### src/rtl/sub_seq_ctrl.sv
// ---------------------------------------------------------------------------
// sub_seq_ctrl
// Sequential unsigned subtractor. It computes diff = a - b mod 2^W one 4-bit
// slice per clock, least-significant slice first, and ripples the borrow
// between slices through a borrow register.
//
// Ports
//   clk   : single clock, rising-edge active
//   rst   : asynchronous active-high reset
//   start : begin a subtraction (sampled only while idle)
//   a, b  : minuend / subtrahend, W = 4*NIBBLES bits, latched on acceptance
//   busy  : high while an operation is running or completing
//   done  : one-cycle pulse, diff/Bout valid
//   diff  : registered result, held until the next operation completes
//   Bout  : final borrow (1 when a < b, unsigned)
// ---------------------------------------------------------------------------
module sub_seq_ctrl #(
    parameter int NIBBLES = 4
) (
    input  logic                 clk,
    input  logic                 rst,
    input  logic                 start,
    input  logic [4*NIBBLES-1:0] a,
    input  logic [4*NIBBLES-1:0] b,
    output logic                 busy,
    output logic                 done,
    output logic [4*NIBBLES-1:0] diff,
    output logic                 Bout
);

    localparam int W     = 4 * NIBBLES;
    localparam int IDX_W = (NIBBLES > 1) ? $clog2(NIBBLES) : 1;
    localparam logic [IDX_W-1:0] LAST_IDX = IDX_W'(NIBBLES - 1);

    typedef enum logic [1:0] {
        ST_IDLE = 2'b00,
        ST_RUN  = 2'b01,
        ST_DONE = 2'b10
    } state_t;

    state_t           state_q;
    logic [W-1:0]     a_q;
    logic [W-1:0]     b_q;
    logic [W-1:0]     work_q;
    logic             borrow_q;
    logic [IDX_W-1:0] idx_q;
    logic             busy_q;
    logic             done_q;
    logic [W-1:0]     diff_q;
    logic             bout_q;

    logic [IDX_W+1:0] sh_s;
    logic [3:0]       a_slice_s;
    logic [3:0]       b_slice_s;
    logic [4:0]       sub_s;
    logic [W-1:0]     mask_s;
    logic [W-1:0]     work_d;
    logic             borrow_d;

    // Slice subtraction for the current index and the merged working result.
    always_comb begin
        sh_s      = {idx_q, 2'b00};
        a_slice_s = a_q[sh_s +: 4];
        b_slice_s = b_q[sh_s +: 4];
        // 5-bit intermediate: bit 4 is set exactly when a_i < b_i + borrow.
        sub_s     = {1'b0, a_slice_s} - {1'b0, b_slice_s} - {4'b0000, borrow_q};
        mask_s    = W'(4'hF) << sh_s;
        work_d    = (work_q & ~mask_s) | (W'(sub_s[3:0]) << sh_s);
        borrow_d  = sub_s[4];
    end

    // Control FSM with all datapath and output registers.
    always_ff @(posedge clk or posedge rst) begin
        if (rst) begin
            state_q  <= ST_IDLE;
            a_q      <= '0;
            b_q      <= '0;
            work_q   <= '0;
            borrow_q <= 1'b0;
            idx_q    <= '0;
            busy_q   <= 1'b0;
            done_q   <= 1'b0;
            diff_q   <= '0;
            bout_q   <= 1'b0;
        end else begin
            case (state_q)
                ST_IDLE: begin
                    done_q <= 1'b0;
                    if (start) begin
                        a_q      <= a;
                        b_q      <= b;
                        work_q   <= '0;
                        borrow_q <= 1'b0;
                        idx_q    <= '0;
                        busy_q   <= 1'b1;
                        state_q  <= ST_RUN;
                    end else begin
                        state_q  <= ST_IDLE;
                    end
                end
                ST_RUN: begin
                    work_q   <= work_d;
                    borrow_q <= borrow_d;
                    if (idx_q == LAST_IDX) begin
                        // Publish only the complete result so diff never shows partials.
                        diff_q  <= work_d;
                        bout_q  <= borrow_d;
                        done_q  <= 1'b1;
                        idx_q   <= '0;
                        state_q <= ST_DONE;
                    end else begin
                        idx_q   <= idx_q + IDX_W'(1);
                        state_q <= ST_RUN;
                    end
                end
                ST_DONE: begin
                    done_q  <= 1'b0;
                    busy_q  <= 1'b0;
                    state_q <= ST_IDLE;
                end
                default: begin
                    done_q  <= 1'b0;
                    busy_q  <= 1'b0;
                    idx_q   <= '0;
                    state_q <= ST_IDLE;
                end
            endcase
        end
    end

    assign busy = busy_q;
    assign done = done_q;
    assign diff = diff_q;
    assign Bout = bout_q;

endmodule

### config.mk
export PLATFORM = sky130hd
export DESIGN_NAME = sub_seq_ctrl
export DESIGN_NICKNAME = d
export VERILOG_FILES = /design/src/rtl/sub_seq_ctrl.sv
export SDC_FILE = /design/constraint.sdc
export NUM_CORES = 1
export LEC_CHECK = 0
export CELL_PAD_IN_SITES_DETAIL_PLACEMENT = 0
export CELL_PAD_IN_SITES_GLOBAL_PLACEMENT = 2
export CORE_ASPECT_RATIO = 0.9
export CORE_MARGIN = 4
export CORE_UTILIZATION = 38
export DETAILED_ROUTE_END_ITERATION = 8
export GPL_ROUTABILITY_DRIVEN = 0
export GPL_TIMING_DRIVEN = 0
export PLACE_DENSITY_LB_ADDON = 0.1
export SKIP_CTS_REPAIR_TIMING = 1
export SYNTH_ARGS = -nofsm -noshare
export SYNTH_HDL_FRONTEND = slang
export SYNTH_SLANG_ARGS = --single-unit
export TNS_END_PERCENT = 50
### constraint.sdc
create_clock -name clk -period 5.03 [get_ports clk]
set_clock_uncertainty 0.05 [all_clocks]
set_input_delay 1.509 -clock clk [delete_from_list [all_inputs] [get_ports clk]]
set_output_delay 1.509 -clock clk [all_outputs]
set_load 0.01 [all_outputs]
Word level (Yosys, flattened, before mapping). Index checks and enable logic that the tools add are counted.

Output and inout port bits: 19. Logic and storage cells: 48. Bits of input ports: 35. Register bits: 72.

Reduce and logical (&&, ||, !) cells: 7. Shift-type cells: 4. Equality and inequality tests: 5. Bitwise gates (word level): 5. Add/subtract/negate cells: 3. Muxes and demuxes: 14.

Operator list (number): case mux 16 bit (2 select lines) (1); variable part select 16 x 5 -> 4 bit (2); AND 16 bit (1); two-way mux 16 bit (1); inverter 16 bit (1); OR 16 bit (1); << shifter 4 x 4 -> 16 bit (1); << shifter 4 x 4 -> 16 bit (first input constant) (1); AND reduction 2 bit (5); two-way mux 2 bit (3); case mux 2 bit (3 select lines) (1); two-way mux 1 bit (5); subtractor 4 x 4 -> 5 bit (1); subtractor 5 x 1 -> 5 bit (1); equality test 2 bit (second input constant) (2); inequality test 2 bit (second input constant) (2); case mux 1 bit (2 select lines) (2); case mux 2 bit (2 select lines) (1); adder 2 x 1 -> 2 bit (second input constant) (1); equality test 2 x 1 -> 1 bit (second input constant) (1); logical NOT 2 bit (1); inverter 1 bit (2); nonzero test 2 bit (1).

Longest topological paths before layout. Gate-level depths: netlist of run 1.

Depth after elaboration: 6. Mapped depth: 11. Depth with buffers taken out: 9.

Worst setup path before layout of run 1. No wires, ideal clock.

Kind: reg-to-reg. From: register idx_q[1]. To: register diff_q[14] (netlist: diff[14]). Data required time: 4.884 ns. Buffers on the path: 2. Cell stages (with the launch flop): 11. Library setup time: 0.096 ns. Arrival: 2.597 ns. Path slack: 2.287 ns. Clock period less this slack: 2.743 ns. Cell sequence: dfrtp_1 clkbuf_1 clkbuf_1 mux4_2 inv_1 fa_1 inv_1 fa_1 xnor2_1 inv_1 o31ai_1.

Word-level cells in the longest chain between the ends: 5. Elaborated cells between the ends (all ways): 11. Those cells by class: 2 x add/sub; 1 x eq/ne; 4 x shift; 3 x bitwise; 1 x reduce/logical.

RTL lines: start, declared (line 46) `logic [IDX_W-1:0] idx_q;`; start signal, assigned (line 112) `idx_q <= idx_q + IDX_W'(1);`; variable part select 16 x 5 -> 4 bit (on tied branches) (line 63, 64); subtractor 4 x 4 -> 5 bit (line 66) `sub_s = {1'b0, a_slice_s} - {1'b0, b_slice_s} - {4'b0000, borrow_q};`; subtractor 5 x 1 -> 5 bit (line 66); << shifter 4 x 4 -> 16 bit (line 68) `work_d = (work_q & ~mask_s) | (W'(sub_s[3:0]) << sh_s);`; OR 16 bit (line 68); end signal, assigned (line 106) `diff_q <= work_d;`; end, declared (line 49) `logic [W-1:0] diff_q;`.

Several ways; a longest one is shown, not always the timed one. A chain may end at the register's enable or synchronous reset.

Final worst setup path of run 1. Ends and elaborated chain as after synthesis.

==> results.md, run 1 <==
* Result of the run: finished clean
* Vias in the first global route at 2,291
* Power density relative to cell area at 800 nW/um^2
* Count of fill cells added during filler insertion at 739
* Critical path data required time at 5.23 ns
* Warning count from the yosys run at 0
* Largest net degree at the start of global routing at 69
* Overall Power at 3220 uW
* Number of enable flip-flop cells after synthesis at 0
* Main area contributors after synthesis: sky130_fd_sc_hd__dfrtp_1 54%, sky130_fd_sc_hd__mux2_2 11%, sky130_fd_sc_hd__mux4_2 5.7%, sky130_fd_sc_hd__a22o_1 3.6%, sky130_fd_sc_hd__ha_1 3.2%
* Worst hold path endpoint: diff[0]
* Count of cell types in the netlist at 27
* Global-route wire length before repair at 12,000 um
* Number of instances on the worst hold path at 2
* Layout net count at 362
* Clock tree from TritonCTS: built
* Via count normalized by instance count at 5.07
* Max Freq at 0.270 GHz
* Total wire length after detailed routing at 7040 um
* Max IR drop VDD at 0.000293 V
* Fraction of synthesis flops using an asynchronous set or reset pin at 100%
* Initial drt markers at 93
* Average wire length per cell after detail routing at 16.7 um
* Worst flop-to-flop path endpoint: diff[14]
* Clk root buf: sky130_fd_sc_hd__clkbuf_8
* Detailed-placement wirelength estimate at 5120 um
* Number of top-level design ports at 54
* Floorplan die area at 9780 sq um
* Post-synthesis area per instance at 12.4 sq um
* Classification of the worst-slack hold path: register to register
* Count of cells along the worst register-to-register path at 10
* Post-synthesis cell count at 253
* Most instantiated flip-flop cell in the synthesis netlist: sky130_fd_sc_hd__dfrtp_1
* TritonCTS buffer count at 9
* Leading area contributor after synthesis: sky130_fd_sc_hd__dfrtp_1
* Final critical delay including setup and external delays at 3.71 ns
* Antenna violations before repair at 0
* DRC violations left at 0
* Transition time at the pin with the least slew margin at 0.867 ns
* Clock Sinks at 68
* Netlist area before placement at 3140 sq um
* Post-Syn Nets at 298
* Vert. Die Dim at 94.2 um
* Gr ovfl total at 0
* Worst setup SP type: register
* Worst reg2reg setup slack at 1.32 ns
* Die Wd at 104 um
* Final setup viols at 0
* Leakage power of the design at 0.00175 uW
* Antenna-violating nets left at 0
* RSZ-0062 raised after global routing: no
* MaxCap Viol Count at 0
* Clock latency at the later pin of the worst-skew pair at 0.35 ns
* Post-synthesis to final-layout area growth at 28.5%
* Num rows at 31
* Maximum number of buffers from clock root to sink at 2
* Count of port buffers added during placement at 53
* Yosys top cell area share at 54.2%
* Initial core utilization at 39.1%
* Area of the core at 8030 sq um
* Yosys reg bits at 68
* CP Data Arrival Time at 3.91 ns
* Number of failing hold endpoints at the final stage at 0
* Max-slew headroom at 41.8%
* Total global-route track usage at 15.9%
* Seq/Total Area, Yosys at 54.2%
* H-tree lvl count at 3
* Final total negative setup slack at 0 ns
* Final-report max-slew violation count at 0
* Register clock-pin slew on the reported worst setup and hold paths at 0.08 ns
* Period utilisation layout at 73.7%
* Maximum fanout along the worst path at 9
* Launch point of the worst hold path: diff[0]
* Share of layout cells above drive strength 1 at 19.6%
* Antenna fix cells at 0
* Post-route cell area at 4030 sq um
* Reg-to-reg startpoint: idx_q[1]
* Capturing element type of the critical path: register
* Total number of vias at 2,134
* Critical path start-end classification: register to register
* Number of search-and-repair iterations in the first detailed-routing pass at 4
* Placed instance area at 3800 sq um
-- layer usage --
layer | share of wire (%) | GRT usage, % | vias up
li1 | - | - | 1009
met3 | 4.5 | 4.81 | 10
met4 | 1.5 | 6.31 | 0
met1 | 50 | 21.4 | 1071
met2 | 44 | 24.2 | 44
met5 | 0 | 0 | -
-- how the worst max path moves through the flow --
| stage | from | to | slack [ns] | cells past startpoint |
|---|---|---|---|---|
| 2_1_floorplan | rst | Bout | 1.76 | 1 |
| 3_3_place_gp | rst | work_q[10] | 0.49 | 2 |
| 3_5_place_dp | idx_q[1] | diff[14] | 1.33 | 10 |
| 4_1_cts | idx_q[1] | diff[14] | 1.33 | 10 |
| 5_1_grt | idx_q[1] | diff[2] | 1.13 | 10 |
| 6_report | idx_q[1] | diff[14] | 1.32 | 10 |
-- logic make-up after synthesis --
logic type | after synthesis | share of synthesized area [%]
fa+ha+maj | 10 | 4.46
mux | 40 | 17.2
xor+xnor | 4 | 1.36
simple gates | 48 | 7.33
flops | 68 | 54.2
compound gates | 53 | 11.5
buf+inv | 30 | 3.95
-- power by group --
group / switching, uW / internal, uW / leakage (uW)
Clock: 208 / 320 / 0.000116
Sequential: 119 / 798 / 0.000840
Combinational: 984 / 796 / 0.000794
Total: 1310 / 1910 / 0.00175
-- critical path, cell delays in order (launching register included) --
cell                       delay [ns]
sky130_fd_sc_hd__dfrtp_1         0.39
sky130_fd_sc_hd__clkbuf_1        0.35
sky130_fd_sc_hd__clkbuf_1        0.57
sky130_fd_sc_hd__mux4_2          0.43
sky130_fd_sc_hd__inv_1           0.10
sky130_fd_sc_hd__fa_1            0.19
sky130_fd_sc_hd__inv_1           0.06
sky130_fd_sc_hd__fa_1            0.42
sky130_fd_sc_hd__xnor2_1         0.70
sky130_fd_sc_hd__inv_1           0.09
sky130_fd_sc_hd__o31ai_1         0.26
-- area by class of cell --
cell class / instances / area (sq um) / share of cell area, %
Timing Repair Buffer: 53 / 531 / 13.2
Buffer: 12 / 56.3 / 1.40
Sequential cell: 68 / 1700 / 42.2
Clock buffer: 13 / 169 / 4.19
Multi-Input combinational cell: 155 / 1310 / 32.6
Clock inverter: 3 / 67.6 / 1.68
Inverter: 18 / 70.1 / 1.74
Tap cell: 99 / 124 / 3.07
-- synth_stat cells (4+ instances only) --
cell type                  count
sky130_fd_sc_hd__a21oi_1      12
sky130_fd_sc_hd__dfrtp_1      68
sky130_fd_sc_hd__nand2_1      24
sky130_fd_sc_hd__nor2_1        8
sky130_fd_sc_hd__nor2b_1       7
sky130_fd_sc_hd__mux2_2       32
sky130_fd_sc_hd__mux4_2        8
sky130_fd_sc_hd__inv_1        18
sky130_fd_sc_hd__ha_1          8
sky130_fd_sc_hd__o21ai_0      12
sky130_fd_sc_hd__o31ai_1       7
sky130_fd_sc_hd__a21o_1        4
sky130_fd_sc_hd__clkbuf_1      8
sky130_fd_sc_hd__a22o_1       13
-- layout by cell type (no fill, tap or decap) --
cell	instances
sky130_fd_sc_hd__a21o_1	4
sky130_fd_sc_hd__a21oi_1	12
sky130_fd_sc_hd__a21oi_4	1
sky130_fd_sc_hd__a22o_1	13
sky130_fd_sc_hd__a22oi_1	3
sky130_fd_sc_hd__buf_2	3
sky130_fd_sc_hd__buf_6	1
sky130_fd_sc_hd__bufinv_16	2
sky130_fd_sc_hd__clkbuf_1	9
sky130_fd_sc_hd__clkbuf_8	12
sky130_fd_sc_hd__clkdlybuf4s50_1	53
sky130_fd_sc_hd__clkinvlp_4	1
sky130_fd_sc_hd__dfrtp_1	68
sky130_fd_sc_hd__fa_1	2
sky130_fd_sc_hd__ha_1	8
sky130_fd_sc_hd__inv_1	17
sky130_fd_sc_hd__inv_4	1
sky130_fd_sc_hd__mux2_2	32
sky130_fd_sc_hd__mux4_2	8
sky130_fd_sc_hd__nand2_1	24
sky130_fd_sc_hd__nand2b_1	3
sky130_fd_sc_hd__nand3b_1	1
sky130_fd_sc_hd__nor2_1	8
sky130_fd_sc_hd__nor2b_1	7
sky130_fd_sc_hd__nor3_1	1
sky130_fd_sc_hd__nor3b_1	3
sky130_fd_sc_hd__nor3b_2	1
sky130_fd_sc_hd__o21ai_0	12
sky130_fd_sc_hd__o21ai_1	1
sky130_fd_sc_hd__o31ai_1	7
sky130_fd_sc_hd__xnor2_1	3
sky130_fd_sc_hd__xor2_2	1
-- registers in the layout (all words and copies together), names as in the netlist --
| name | cells |
|---|---|
| a_q | 16 |
| busy | 1 |
| done | 1 |
| b_q | 16 |
| idx_q | 2 |
| work_q | 12 |
| diff | 16 |
| state_q | 2 |
| Bout | 1 |
| borrow_q | 1 |
-- through the flow --
stage | hold WS [ns] | utilization, % | cells | worst slack, ns
final | 0.427 | 50.2 | 421 | 1.32
after detailed placement | 0.419 | 47.3 | 405 | 1.33
after CTS | 0.437 | 50.2 | 421 | 1.33
after floorplan | 0.408 | - | 253 | 1.76
after global routing | 0.452 | 50.2 | 421 | 1.13
after global placement | 0.413 | 47.2 | 405 | 0.486
(Power assumes the default switching activity.)
==> inputs of run 2 (changes only) <==
--- a/config.mk
+++ b/config.mk
@@ -9,7 +9,7 @@
 export CELL_PAD_IN_SITES_GLOBAL_PLACEMENT = 2
 export CORE_ASPECT_RATIO = 0.9
 export CORE_MARGIN = 4
-export CORE_UTILIZATION = 38
+export CORE_UTILIZATION = 35
 export DETAILED_ROUTE_END_ITERATION = 8
 export GPL_ROUTABILITY_DRIVEN = 0
 export GPL_TIMING_DRIVEN = 0
==> constraint.sdc (replaced) <==
create_clock -name clk -period 3.45 [get_ports clk]
set_clock_uncertainty 0.05 [all_clocks]
set_input_delay 1.035 -clock clk [delete_from_list [all_inputs] [get_ports clk]]
set_output_delay 1.035 -clock clk [all_outputs]
set_load 0.01 [all_outputs]
==> run 2 against run 1 <==
Utilization is 3.3 points lower. Global-route usage is 1.3 points lower. Sequential share of layout area is 0.23 points lower. Largest power group unchanged.
==> results.md, run 2 (synthesis gave the netlist of run 1 again) <==
* Initial core utilization at 36.3%
* Post-route cell area at 4060 sq um
* Register clock-pin slew on the reported worst setup and hold paths at 0.08 ns
* Critical path data required time at 3.65 ns
* Gr ovfl total at 0
* H-tree lvl count at 3
* Critical path start-end classification: register to register
* Floorplan die area at 10,600 sq um
* RSZ-0062 raised after global routing: no
* Met1 Use GR at 21.4%
* Total number of vias at 2,120
* Maximum number of buffers from clock root to sink at 2
* Clk root buf: sky130_fd_sc_hd__clkbuf_8
* Clock tree from TritonCTS: built
* DRC violations left at 0
* Max Freq at 0.321 GHz
* Placed Instances at 425
* Number of failing hold endpoints at the final stage at 0
* Total wire length after detailed routing at 7150 um
* Busiest grt layer: met1
* Capturing element type of the critical path: register
* TritonCTS buffer count at 9
* Count of port buffers added during placement at 53
* Classification of the worst-slack hold path: register to register
* Share of layout cells above drive strength 1 at 20.2%
* Die Wd at 108 um
* Leakage power of the design at 0.00175 uW
* Detailed-placement wirelength estimate at 5120 um
* Crit path capture: diff[14]
* Result of the run: finished clean
* Post-synthesis to final-layout area growth at 29.2%
* Maximum fanout along the worst path at 9
* Global-route wire length before repair at 11,700 um
* Most frequent cells in the layout: 68 x sky130_fd_sc_hd__dfrtp_1, 53 x sky130_fd_sc_hd__clkdlybuf4s50_1, 32 x sky130_fd_sc_hd__mux2_2
* Most common cell after layout, fill and taps aside: sky130_fd_sc_hd__dfrtp_1
* Worst setup SP type: register
* Setup WS pre-CTS at -0.328 ns
* Reg-to-reg startpoint: idx_q[1]
* Number of search-and-repair iterations in the first detailed-routing pass at 5
* Final setup viols at 0
* MaxCap Viol Count at 0
* Clock latency at the later pin of the worst-skew pair at 0.34 ns
* CP Data Arrival Time at 3.32 ns
* Worst flop-to-flop path endpoint: diff[14]
* Antenna violations before repair at 0
* Final non-filler cell total at 440
* Placed instance area at 3820 sq um
* Worst reg2reg setup slack at 0.34 ns
* Count of fill cells added during filler insertion at 857
* Initial drt markers at 98
* Vert. Die Dim at 97.8 um
* Total global-route track usage at 14.6%
* Via count normalized by instance count at 4.82
* Number of top-level design ports at 54
* Period utilisation layout at 90.2%
* Max IR drop VDD at 0.000537 V
* Transition time at the pin with the least slew margin at 0.845 ns
* Worst path setup slack after routing at 0.337 ns
* Average wire length per cell after detail routing at 16.2 um
* Antenna-violating nets left at 0
* Layout net count at 362
* Final-report max-slew violation count at 0
* Clock Sinks at 68
* Antenna fix cells at 0
* Power density relative to cell area at 1180 nW/um^2
* Num rows at 32
* Startpoint of the most critical setup path: idx_q[1]
* Met2 capacity usage during global routing at 20.8%
* Final standard cell utilization of the core at 46.9%
* Max-slew headroom at 43.6%
* Count of cells along the worst register-to-register path at 10
* Largest net degree at the start of global routing at 69
* Final critical delay including setup and external delays at 3.11 ns
* Area of the core at 8650 sq um
* Vias in the first global route at 2,152
* Met3 global-route usage at 4.76%
-- run 2: cell count changes in the layout (fill, tap and decap cells not counted), sizes merged --
cell,before,now
clkbuf,21,17
clkinv,0,3
-- run 2: power breakdown --
part           switching [uW]  internal, uW  leakage, uW  total (uW)
clock network             306           404     0.000105         710
registers                 181          1160     0.000840        1340
logic                    1480          1240     0.000804        2730
total                    1970          2810      0.00175        4780
-- run 2: stage by stage --
step / total power, uW / hold WS [ns] / TNS, ns
6_report: 4780 / 0.429 / 0
5_1_grt: 5200 / 0.455 / 0
4_1_cts: 4760 / 0.436 / -2.05
3_5_place_dp: 4030 / 0.420 / -1.92
3_3_place_gp: 4010 / 0.415 / -45.16
2_1_floorplan: 3140 / 0.408 / 0
-- run 2: area by class of cell --
class / count / area (sq um) / area share, %
Sequential cell: 68 / 1700 / 42.0
Multi-Input combinational cell: 155 / 1330 / 32.9
Timing Repair Buffer: 53 / 531 / 13.1
Tap cell: 119 / 149 / 3.67
Clock buffer: 9 / 124 / 3.05
Clock inverter: 6 / 90.1 / 2.22
Inverter: 18 / 70.1 / 1.73
Buffer: 12 / 57.6 / 1.42
-- run 2: metal layers --
layer / vias up / share of wire, % / wire length [um]
met5: - / 0 / 0
met4: 0 / 0.90 / 64
met3: 7 / 5.2 / 370
met2: 42 / 45 / 3210
met1: 1055 / 49 / 3500
li1: 1016 / - / -
-- run 2: critical path, stage by stage (launching register included) --
cell and delay (ns):
sky130_fd_sc_hd__dfrtp_1 0.39, sky130_fd_sc_hd__clkbuf_1 0.38, sky130_fd_sc_hd__clkbuf_2 0.38, sky130_fd_sc_hd__mux4_2 0.35, sky130_fd_sc_hd__inv_1 0.11, sky130_fd_sc_hd__fa_1 0.20, sky130_fd_sc_hd__inv_1 0.06, sky130_fd_sc_hd__fa_1 0.50
sky130_fd_sc_hd__xnor2_4 0.31, sky130_fd_sc_hd__inv_1 0.07, sky130_fd_sc_hd__o31ai_1 0.22
-- run 2: worst min path at each step --
stage | startpoint | cells after the start | to | slack (ns)
after floorplan | work_q[11] | 1 | work_q[11] | 0.41
after global placement | diff[4] | 2 | diff[4] | 0.42
after detailed placement | diff[10] | 2 | diff[10] | 0.42
after CTS | diff[10] | 2 | diff[10] | 0.44
after global routing | work_q[7] | 1 | work_q[7] | 0.46
final | diff[0] | 2 | diff[0] | 0.43
==> inputs of run 3 (changes only) <==
--- a/config.mk
+++ b/config.mk
@@ -9,7 +9,8 @@
 export CELL_PAD_IN_SITES_GLOBAL_PLACEMENT = 2
 export CORE_ASPECT_RATIO = 0.9
 export CORE_MARGIN = 4
-export CORE_UTILIZATION = 35
+export CORE_UTILIZATION = 36
+export CTS_BUF_LIST = sky130_fd_sc_hd__clkbuf_4
 export DETAILED_ROUTE_END_ITERATION = 8
 export GPL_ROUTABILITY_DRIVEN = 0
 export GPL_TIMING_DRIVEN = 0
==> run 3 against run 2 <==
Sequential power about the same. Clock power down 30%. Sequential share of layout area up 1.1 points. Setup slack got worse by 0.0085 ns. Global-route usage grew 0.61 points. Maximum frequency shrank 0.27%. Utilization decreased by 0.53 points. Register-to-register slack hardly changed. Total power shrank 6.8%. Die area decreased by 2.6%. First-iteration DRC count fell by 31%. Largest power group unchanged. Highest routed layer unchanged.
==> results.md, run 3 (synthesis gave the netlist of run 1 again) <==
* Result of the run: finished clean
* Via count normalized by instance count at 4.89
* Power density relative to cell area at 1130 nW/um^2
* Post-route cell area at 3950 sq um
* Capturing element type of the critical path: register
* Share of layout cells above drive strength 1 at 19.9%
* Net Sw Power at 1890 uW
* Period utilisation layout at 90.5%
* Initial core utilization at 36.8%
* Max-slew headroom at 43.4%
* H-tree lvl count at 3
* Gr ovfl total at 0
* Final-report max-slew violation count at 0
* Area of the core at 8530 sq um
* Final critical delay including setup and external delays at 3.12 ns
* Antenna violations before repair at 0
* Most frequent cells in the layout: 68 x sky130_fd_sc_hd__dfrtp_1, 53 x sky130_fd_sc_hd__clkdlybuf4s50_1, 32 x sky130_fd_sc_hd__mux2_2
* Average wire length per cell after detail routing at 16.3 um
* Count of port buffers added during placement at 53
* Vert. Die Dim at 96.6 um
* DRC violations left at 0
* Number of search-and-repair iterations in the first detailed-routing pass at 4
* Detailed-placement wirelength estimate at 5130 um
* Clk root buf: sky130_fd_sc_hd__clkbuf_4
* Vias in the first global route at 2,198
* Reg power frac at 30.0%
* CP Data Arrival Time at 3.39 ns
* Total global-route track usage at 15.2%
* Final setup viols at 0
* Antenna fix cells at 0
* Num rows at 32
* Transition time at the pin with the least slew margin at 0.849 ns
* Largest net degree at the start of global routing at 69
* Number of failing hold endpoints at the final stage at 0
* Final non-filler cell total at 440
* Post-synthesis to final-layout area growth at 25.9%
* Count of fill cells added during filler insertion at 830
* Maximum number of buffers from clock root to sink at 2
* Initial drt markers at 68
* Total wire length after detailed routing at 7170 um
* Clock latency at the later pin of the worst-skew pair at 0.41 ns
* Sw frac at 42.5%
* Leakage power of the design at 0.00171 uW
* Pint at 2560 uW
* Floorplan die area at 10,300 sq um
* Die Wd at 106 um
* Max IR drop VDD at 0.000526 V
* Number of top-level design ports at 54
* Worst setup SP type: register
* Classification of the worst-slack hold path: register to register
* Clock tree from TritonCTS: built
* RSZ-0062 raised after global routing: no
* Clock Sinks at 68
* Critical path data required time at 3.72 ns
* Antenna-violating nets left at 0
* TritonCTS buffer count at 9
* Placed instance area at 3820 sq um
* Relative contribution of combinational cells to total power at 58.9%
* Critical path start-end classification: register to register
* Maximum fanout along the worst path at 9
* Clk pwr share at 11.1%
* Most common cell after layout, fill and taps aside: sky130_fd_sc_hd__dfrtp_1
* Placed Instances at 425
* Layout net count at 362
* Max Freq at 0.320 GHz
* MaxCap Viol Count at 0
* Total number of vias at 2,152
* Global-route wire length before repair at 11,700 um
* Register clock-pin slew on the reported worst setup and hold paths at 0.12 ns
* Final standard cell utilization of the core at 46.4%
==> run 3: cell types whose count changed in the layout (fill, tap and decap cells not counted), sizes merged <==
cell    delta
bufinv     -1
clkinv     +1
==> run 3: layout make-up <==
class | count | area (sq um) | share of cell area, %
multi-input combinational | 155 | 1320 | 33.4
inverter | 18 | 70.1 | 1.77
buffer | 12 | 57.6 | 1.46
tap | 119 | 149 | 3.77
clock inverter | 6 | 56.3 | 1.42
clock buffer | 9 | 67.6 | 1.71
timing repair buffer | 53 | 531 | 13.4
sequential | 68 | 1700 | 43.0
==> run 3: power groups by stage <==
stage	combinational, uW	clock (uW)	sequential (uW)
global placement	2600	0	1350
floorplan	1790	0	1350
global route	2950	542	1380
finish	2620	494	1340
CTS	2650	510	1340
detailed placement	2640	0	1360
==> run 3: critical path, cell delays in order, from the launching register on <==
cell and delay [ns]:
sky130_fd_sc_hd__dfrtp_1 0.39, sky130_fd_sc_hd__clkbuf_1 0.34, sky130_fd_sc_hd__clkbuf_2 0.37, sky130_fd_sc_hd__mux4_2 0.37, sky130_fd_sc_hd__inv_1 0.10, sky130_fd_sc_hd__fa_1 0.19
sky130_fd_sc_hd__inv_1 0.06, sky130_fd_sc_hd__fa_1 0.45, sky130_fd_sc_hd__xnor2_2 0.41, sky130_fd_sc_hd__inv_1 0.08, sky130_fd_sc_hd__o31ai_1 0.22
==> run 3: through the flow <==
step	worst slack, ns	total power (uW)	TNS (ns)	hold slack [ns]
after detailed placement	-0.176	4000	-0.855	0.420
after global placement	-0.625	3950	-42.98	0.412
after global routing	0.126	4870	0	0.470
after floorplan	0.653	3140	0	0.408
final	0.329	4450	0	0.437
after CTS	-0.201	4500	-1.01	0.446
==> run 3: worst paths after layout <==
path                           from        to  slack [ns]  cells past startpoint
max                        idx_q[1]  diff[14]        0.33                     10
min                         diff[4]   diff[4]        0.44                      2
max reg2reg                idx_q[1]  diff[14]        0.33                     10
min reg2reg                 diff[4]   diff[4]        0.44                      2
max in group asynchronous       rst    a_q[2]        1.69                      2
min in group asynchronous       rst   b_q[12]        1.11                      2
==> run 3: per-layer routing <==
metal	global-route usage, %	vias to the layer above	part of all wire, %
met5	0	-	0
met2	23.4	44	44
met1	21.2	1085	50
met4	3.83	0	0.92
li1	-	1019	-
met3	4.85	4	5.1
